==> config.mk <==
export PLATFORM = sky130hd
export DESIGN_NAME = id_ex_stage
export DESIGN_NICKNAME = d
export VERILOG_FILES = /design/src/rtl/mips_pkg.sv /design/src/rtl/id_ex_stage_fwd_unit.sv /design/src/rtl/id_ex_stage.sv
export SDC_FILE = /design/constraint.sdc
export NUM_CORES = 1
export LEC_CHECK = 0
export ABC_AREA = 1
export BUFFER_PORTS_ARGS = -buffer_cell sky130_fd_sc_hd__buf_2
export CORE_ASPECT_RATIO = 1.2
export CORE_MARGIN = 2
export CORE_UTILIZATION = 43
export DETAILED_ROUTE_END_ITERATION = 6
export PLACE_DENSITY = 0.77
export REMOVE_ABC_BUFFERS = 1
export SLEW_MARGIN = 5
export SYNTH_ARGS = -nofsm -noshare
export SYNTH_HDL_FRONTEND = slang
export SYNTH_SLANG_ARGS = --single-unit
==> constraint.sdc <==
create_clock -name clk -period 1.43 [get_ports clk]
set_input_delay 0.143 -clock clk [delete_from_list [all_inputs] [get_ports clk]]
set_output_delay 0.143 -clock clk [all_outputs]
set_load 0.005 [all_outputs]
==> src/rtl/mips_pkg.sv <==
// Shared MIPS pipeline constants: datapath widths, ALU op codes, forwarding selects.
package mips_pkg;

   localparam int unsigned DW = 32;
   localparam int unsigned RW = 5;

   localparam logic [3:0] ALU_ADD = 4'b0000;
   localparam logic [3:0] ALU_SUB = 4'b0001;
   localparam logic [3:0] ALU_AND = 4'b0010;
   localparam logic [3:0] ALU_OR  = 4'b0011;
   localparam logic [3:0] ALU_XOR = 4'b0100;
   localparam logic [3:0] ALU_BEQ = 4'b0101;
   localparam logic [3:0] ALU_BNE = 4'b0110;
   localparam logic [3:0] ALU_SLT = 4'b0111;
   localparam logic [3:0] ALU_SLL = 4'b1000;

   localparam logic [1:0] FWD_REG   = 2'b00;
   localparam logic [1:0] FWD_MEMWB = 2'b01;
   localparam logic [1:0] FWD_EXMEM = 2'b10;

endpackage

==> src/rtl/id_ex_stage_fwd_unit.sv <==
// Per-operand forwarding selector: EX/MEM beats MEM/WB beats the register value; r0 never forwards.
module fwd_unit
   import mips_pkg::*;
#(
   parameter int unsigned DW = mips_pkg::DW,
   parameter int unsigned RW = mips_pkg::RW
) (
   input  logic [RW-1:0] src,
   input  logic [DW-1:0] reg_data,
   input  logic          exmem_regwrite,
   input  logic [RW-1:0] exmem_rd,
   input  logic [DW-1:0] exmem_result,
   input  logic          memwb_regwrite,
   input  logic [RW-1:0] memwb_rd,
   input  logic [DW-1:0] memwb_data,
   output logic [1:0]    sel_c,
   output logic [DW-1:0] data_c
);

   logic exmem_hit;
   logic memwb_hit;

   assign exmem_hit = exmem_regwrite && (exmem_rd != '0) && (exmem_rd == src);
   assign memwb_hit = memwb_regwrite && (memwb_rd != '0) && (memwb_rd == src);

   always_comb begin
      sel_c  = FWD_REG;
      data_c = reg_data;
      if (exmem_hit) begin
         sel_c  = FWD_EXMEM;
         data_c = exmem_result;
      end else if (memwb_hit) begin
         sel_c  = FWD_MEMWB;
         data_c = memwb_data;
      end
   end

endmodule

==> src/rtl/id_ex_stage.sv <==
// ID/EX pipeline register with load-use stall, flush bubble, operand forwarding and stall counter.
module id_ex_stage
   import mips_pkg::*;
#(
   parameter int unsigned DW = mips_pkg::DW,
   parameter int unsigned RW = mips_pkg::RW,
   parameter int unsigned CW = 16
) (
   input  logic          clk,
   input  logic          rst_n,
   input  logic          id_valid,
   input  logic [RW-1:0] id_rs,
   input  logic [RW-1:0] id_rt,
   input  logic [RW-1:0] id_rd,
   input  logic [DW-1:0] id_rs_data,
   input  logic [DW-1:0] id_rt_data,
   input  logic [DW-1:0] id_imm,
   input  logic [3:0]    id_aluop,
   input  logic          id_alusrc,
   input  logic          id_uses_rt,
   input  logic          id_memread,
   input  logic          id_memwrite,
   input  logic          id_regwrite,
   input  logic          exmem_regwrite,
   input  logic [RW-1:0] exmem_rd,
   input  logic [DW-1:0] exmem_result,
   input  logic          memwb_regwrite,
   input  logic [RW-1:0] memwb_rd,
   input  logic [DW-1:0] memwb_data,
   input  logic          flush,
   output logic          stall,
   output logic          ex_valid,
   output logic [DW-1:0] ex_data1,
   output logic [DW-1:0] ex_data2,
   output logic [3:0]    ex_aluop,
   output logic [DW-1:0] ex_store_data,
   output logic [RW-1:0] ex_rd,
   output logic          ex_memread,
   output logic          ex_memwrite,
   output logic          ex_regwrite,
   output logic [CW-1:0] stall_count
);

   logic [RW-1:0] rs_q;
   logic [RW-1:0] rt_q;
   logic [DW-1:0] rs_data_q;
   logic [DW-1:0] rt_data_q;
   logic [DW-1:0] imm_q;
   logic          alusrc_q;

   logic [1:0]    rs_sel;
   logic [1:0]    rt_sel;
   logic [DW-1:0] rs_fwd;
   logic [DW-1:0] rt_fwd;
   logic          src_match;

   // Load-use: the instruction in ID reads the register a load in EX is about to produce
   assign src_match = (id_rs == ex_rd) || (id_uses_rt && (id_rt == ex_rd));
   assign stall     = !flush && id_valid && ex_valid && ex_memread
                      && (ex_rd != '0) && src_match;

   always_ff @(posedge clk) begin
      if (!rst_n) begin
         ex_valid    <= 1'b0;
         ex_memread  <= 1'b0;
         ex_memwrite <= 1'b0;
         ex_regwrite <= 1'b0;
         ex_rd       <= '0;
         ex_aluop    <= ALU_ADD;
         rs_q        <= '0;
         rt_q        <= '0;
         rs_data_q   <= '0;
         rt_data_q   <= '0;
         imm_q       <= '0;
         alusrc_q    <= 1'b0;
      end else begin
         // Data fields always follow ID; a bubble only has to kill the control bits
         rs_q      <= id_rs;
         rt_q      <= id_rt;
         rs_data_q <= id_rs_data;
         rt_data_q <= id_rt_data;
         imm_q     <= id_imm;
         alusrc_q  <= id_alusrc;
         ex_aluop  <= id_aluop;
         if (flush || stall) begin
            ex_valid    <= 1'b0;
            ex_memread  <= 1'b0;
            ex_memwrite <= 1'b0;
            ex_regwrite <= 1'b0;
            ex_rd       <= '0;
         end else begin
            ex_valid    <= id_valid;
            ex_memread  <= id_valid && id_memread;
            ex_memwrite <= id_valid && id_memwrite;
            ex_regwrite <= id_valid && id_regwrite;
            ex_rd       <= id_rd;
         end
      end
   end

   // Saturating debug counter of stall cycles
   always_ff @(posedge clk) begin
      if (!rst_n) begin
         stall_count <= '0;
      end else if (stall && (stall_count != '1)) begin
         stall_count <= stall_count + CW'(1);
      end
   end

   fwd_unit #(.DW(DW), .RW(RW)) u_fwd_rs (
      .src            (rs_q),
      .reg_data       (rs_data_q),
      .exmem_regwrite (exmem_regwrite),
      .exmem_rd       (exmem_rd),
      .exmem_result   (exmem_result),
      .memwb_regwrite (memwb_regwrite),
      .memwb_rd       (memwb_rd),
      .memwb_data     (memwb_data),
      .sel_c          (rs_sel),
      .data_c         (rs_fwd)
   );

   fwd_unit #(.DW(DW), .RW(RW)) u_fwd_rt (
      .src            (rt_q),
      .reg_data       (rt_data_q),
      .exmem_regwrite (exmem_regwrite),
      .exmem_rd       (exmem_rd),
      .exmem_result   (exmem_result),
      .memwb_regwrite (memwb_regwrite),
      .memwb_rd       (memwb_rd),
      .memwb_data     (memwb_data),
      .sel_c          (rt_sel),
      .data_c         (rt_fwd)
   );

   // Unforwarded operands come straight from the pipeline register
   assign ex_data1      = (rs_sel == FWD_REG) ? rs_data_q : rs_fwd;
   assign ex_store_data = (rt_sel == FWD_REG) ? rt_data_q : rt_fwd;
   assign ex_data2      = alusrc_q ? imm_q : ex_store_data;

endmodule
**Word level (Yosys, flattened, before mapping)**

Index checks and enable logic that the tools add are counted.

- Input port bits: 200
- Memories: 0
- ROM bits: 0
- RAM bits: 0
- Register bits after elaboration: 136
- Word-level logic and storage cells: 58
- Output and inout bits: 126
- Bits in latches: 0

- Div/mod/pow operators: 0
- $lt $le $gt $ge: 0
- Multiply operators: 0
- Eq/ne operators: 7
- Shift operators: 0
- Reduce and logical (&&, ||, !) cells: 25
- Multiplexer cells: 11
- Add/subtract/negate cells: 1
- Bitwise operators: 1

Operator list:

| cell | count |
|---|---|
| 32-bit 2-to-1 mux | 7 |
| 5-bit == test | 6 |
| 16-bit by 1-bit adder with 16-bit output, second input constant | 1 |
| 1-bit logical AND | 16 |
| 16-bit inequality test, second input constant | 1 |
| 5-bit nonzero test | 3 |
| 2-bit zero test | 2 |
| 2-bit 2-to-1 mux | 2 |
| 1-bit logical OR | 2 |
| 1-bit 2-to-1 mux | 2 |
| 2-bit OR reduction | 1 |
| 1-bit zero test | 1 |
| 1-bit NOT | 1 |

**Longest topological paths before layout**

- Depth in word-level cells: 8
- Mapped depth: 12
- Mapped depth without buffers: 11

**Modules after synthesis**

Synthesis repeated with hierarchy kept, for this count alone.

- Cells, all modules: 1404
- Area, all modules: 8510.7 um^2

By module, submodules not included:

| module | cells an instance | instances | area an instance (um^2) | seq. area each (um^2) |
|---|---|---|---|---|
| id_ex_stage | 816 | 1 | 5830.6 | 2722.6 |
| fwd_unit | 294 | 2 | 1340.0 | 0.0 |

**Least setup slack after synthesis**

Ideal clock, no wire load.

- Kind: reg-to-reg
- Start: reg stall_count[0]
- End: reg stall_count[11]
- Required time: 1291 ps
- Buffers on the path: 1
- Stages on the path, launching flop included: 8
- Slack: -88 ps
- Library setup time: 139 ps
- Data arrival time: 1379 ps
- Period minus slack after synthesis: 1518 ps
- Cell sequence: dfxtp_1 > ha_1 > nand2_1 > nor2_4 > nand4_4 > buf_2 > nand4_1 > a21oi_2

- Cells in the longest elaborated chain, start to end: 2
- Elaborated cells between the ends (all ways): 3
- Classes of those cells: 1 x add/sub; 1 x eq/ne; 1 x reduce/logical

Ends and longest elaborated chain:

| what | line | source |
|---|---|---|
| start, declared | id_ex_stage.sv:41 | `output logic [CW-1:0] stall_count` |
| start signal, assigned | id_ex_stage.sv:106 | `stall_count <= stall_count + CW'(1);` |
| branches (longest 2 deep; another with 16-bit by 1-bit adder with 16-bit output) | n/a |  |

Several ways; the timed one is not identified.
A chain may end at the register's enable or synchronous reset.

**Worst setup path in the final report**

- Start: reg rt_q[1]
- End: out ex_data2[10]

- Cells in the longest elaborated chain, start to end: 7
- Elaborated cells between the ends (all ways): 11
- Classes of those cells: 2 x eq/ne; 6 x mux; 3 x reduce/logical

Ends and longest elaborated chain:

| what | line | source |
|---|---|---|
| start, declared | id_ex_stage.sv:45 | `logic [RW-1:0] rt_q;` |
| start signal, assigned | id_ex_stage.sv:79 | `rt_q <= id_rt;` |
| 5-bit == test | id_ex_stage_fwd_unit.sv:24 | `assign memwb_hit = memwb_regwrite && (memwb_rd != '0) && (memwb_rd == src);` |
| 1-bit logical AND | id_ex_stage_fwd_unit.sv:24 |  |
| 1-bit 2-to-1 mux | id_ex_stage_fwd_unit.sv:32 | `end else if (memwb_hit) begin` |
| 2-bit 2-to-1 mux | id_ex_stage_fwd_unit.sv:29 | `if (exmem_hit) begin` |
| 2-bit zero test | id_ex_stage.sv:138 | `assign ex_store_data = (rt_sel == FWD_REG) ? rt_data_q : rt_fwd;` |
| 32-bit 2-to-1 mux * | id_ex_stage.sv:138 |  |
| 32-bit 2-to-1 mux * | id_ex_stage.sv:139 | `assign ex_data2 = alusrc_q ? imm_q : ex_store_data;` |
| end, declared | id_ex_stage.sv:34 | `output logic [DW-1:0] ex_data2,` |

Mark *: on every way between the ends. The rest lies on a longest branch, timed or not.

==> flow_summary.yaml <==
status:
  status: "complete, but fails checks"
  violations: "DRC, setup timing"
worst_hold_path:
  hold_depth: 4
  min_to: "ex_rd[4]$_SDFF_PP0_"
  hold_class: "primary input to flip-flop"
  min_from: "flush"
grt:
  grtUsageMet3_pct: 11.13
  track_usage_pct: 32.21
  overflow: 0
  grt_pass1_wl_um: 44160
  use_met1_pct: 33.61
  busiest_layer: "met2"
  grt_max_degree: 69
  antenna_found_initial: 3
  met2_usage_pct: 56.18
  grt_pass1_vias: 9045
floorplanning:
  die_x_um: 121.2
  rows: 51
  die_h_um: 144.7
  io_pins: 326
  initial_core_util_pct: 43.76
  core_um2: 16210
  fp.dieArea_um2: 17540
clock_network:
  clk_latency_ns: 0.42
  root_buffer: "clkbuf_16"
  clk_pin_slew_ns: 0.06
  cts_tree: "built"
  cts-htree-levels: 4
  ctsLongestPathBuffers: 2
  cts_inserted_buffers: 17
  clkSinkCount: 136
detailed_routing:
  via_count: 10150
  routed_wl_um: 38050
  antenna_left: 0
  wl_per_cell_um: 21.29
  first_iter_violations: 1467
  drcViolationCount: 4
  first_pass_iters: 7
  routed_via_density: 5.682
synth:
  async_flop_share_pct: 0
  synth.yosys.seq_area_share_pct: 38.38
  ys_types: 32
  synthCells: 1054
  synth_seq_cells: 136
  syn_area_per_cell_um2: 6.730
  synth_warnings: 0
  synth_edf_count: 0
  synth_top_flop_cell: "dfxtp_1"
  syn_area_um2: 7093
timing:
  max_freq_ghz: 0.3846
  fin_crit_ns: 2.600
  finalHoldViolations: 0
  fin_ws_ns: -1.170
  fin_skew_ns: 0.008481
  setup_viol_count_final: 113
  post-route-period-util_pct: 181.8
  rsz0062_at_grt: "true"
  hold_ws_ns: 0.1007
  relSlewSlack_pct: 69.05
  setup-tns-final_ns: -69.04
  drv_slew: 0
  tightestPinTransition_ns: 0.4642
placement:
  port_buffers: 325
  hpwl_um: 17780
  post_dp_cell_area_um2: 9278
  dp_slack_ns: -0.3792
  place_congestion: 0.9238
setup_path:
  crit_path_end_kind: "output pin"
  cp-start-kind: "flip-flop"
  worst_ep_arrival_time_ns: 2.46
  crit_type: "flip-flop to output pin"
  critPathLaunch: "rt_q[1]$_SDFF_PN0_"
  r2r_cells: 7
  worstReg2RegStart: "stall_count[0]$_SDFFE_PN0P_"
  reg2reg_to: "stall_count[14]$_SDFFE_PN0P_"
  worstPathMaxFanout: 16
  r2r_setup_slack_ns: -0.09
  cp.required_ns: 1.29
final_layout:
  fin_area_um2: 12830
  drive_gt1_share_pct: 44.88
  fill_cells: 920
  area_growth_pct: 80.90
  nNetsFinal: 1759
run:
  cap_violations: 0
power:
  leakagePower_nw: 7.278
  power_density_nw_per_um2: 841.4
  peakVddDrop_mv: 0.7490
[worst max-delay path by stage]
stage | endpoint | cells past startpoint
5_1_grt | ex_data2[10] | 13
3_3_place_gp | ex_data1[19] | 9
6_report | ex_data2[10] | 13
2_1_floorplan | ex_data1[0] | 7
3_5_place_dp | ex_data1[19] | 9
4_1_cts | ex_data2[17] | 13
[registers in the layout (all words and copies together), names as in the netlist]
register	cells
ex_regwrite	1
ex_rd	5
rs_data_q	32
stall_count	16
ex_aluop	4
imm_q	32
ex_memread	1
ex_memwrite	1
alusrc_q	1
rs_q	5
ex_valid	1
rt_data_q	32
rt_q	5
[cells in the final DEF (no fill, tap or decap), drive strengths merged]
cell type and n:
nand4 20, a21oi 13, clkinv 8, and3 2, clkbuf 27, bufinv 3, nand2 340, o21ai 7
and2 1, xnor2 7, dfxtp 136, clkinvlp 2, nand3 235, buf 412, nor3 4, inv 166
nand3b 2, diode 4, dlygate4sd3 123, ha 1, nor2 47, xor2 15
[through the flow]
step                cells  util, %  total power [mW]
finish               1787    79.16             10.80
global route         1784    79.12             11.08
CTS                  1757    69.78             10.27
detailed placement   1597    57.24             5.519
global placement     1597    57.24             5.493
floorplan             995        -             4.670
[layout make-up]
| class | count | area, um2 | area share [%] |
|---|---|---|---|
| Tap cell | 212 | 265.3 | 2.067 |
| Clock inverter | 12 | 151.4 | 1.180 |
| Timing Repair Buffer | 542 | 4139 | 32.26 |
| Multi-Input combinational cell | 694 | 4431 | 34.53 |
| Antenna cell | 4 | 10.01 | 0.07801 |
| Sequential cell | 136 | 2749 | 21.42 |
| Inverter | 167 | 639.4 | 4.983 |
| Clock buffer | 20 | 446.7 | 3.481 |
[cells in the mapped netlist, types with 4 or more instances]
| master | count | area (um2) |
|---|---|---|
| nor2_2 | 4 | 25.02 |
| nand4_1 | 19 | 118.9 |
| a21oi_1 | 6 | 30.03 |
| inv_1 | 165 | 619.3 |
| xor2_1 | 14 | 122.6 |
| clkbuf_1 | 18 | 67.56 |
| dfxtp_1 | 136 | 2723 |
| a21oi_2 | 7 | 61.31 |
| buf_6 | 10 | 112.6 |
| xnor2_1 | 7 | 61.31 |
| nand3_2 | 32 | 320.3 |
| buf_2 | 27 | 135.1 |
| o21ai_0 | 5 | 25.02 |
| nand3_1 | 199 | 996.0 |
| nor2_1 | 41 | 153.9 |
| nand2_1 | 338 | 1269 |
[repair_timing]
action                                 in CTS  in global routing
cloned                                      3                 13
pin swaps                                   9                 72
endpoints found under the hold margin     120                  0
setup buffers                               2                 14
hold buffers                              123                  0
gates resized for setup                    41                261
setup endpoints to repair                 122                122
[per-layer routing]
metal / vias to the layer above / routed length (um)
met3: 331 / 5015
met5: - / 0
met4: 0 / 3173
li1: 4304 / -
met1: 4585 / 11850
met2: 934 / 18010
[kinds of logic after synthesis]
family	Yosys count	share of synthesized area, %
flops	136	38.38
xor+xnor	22	2.822
compound gates	20	1.782
fa+ha+maj	1	0.1764
buf+inv	226	13.92
simple gates	649	42.92
[power breakdown]
part	internal (mW)	switching, mW
sequential	3.97	0.0944
clock	2.78	1.78
combinational	1.02	1.15
[worst max-delay path, cell delays in order (launching register included)]
cell,delay [ns]
dfxtp_2,0.33
inv_2,0.05
nand2_2,0.04
nand2_1,0.05
nand2_1,0.06
nor2_2,0.14
nand2_2,0.09
nor2_4,0.18
buf_12,0.20
nand3_1,0.28
nand3_2,0.19
nand2_1,0.12
nand2_2,0.15
buf_2,0.14
Note: power is estimated with default switching activity, not from simulation.
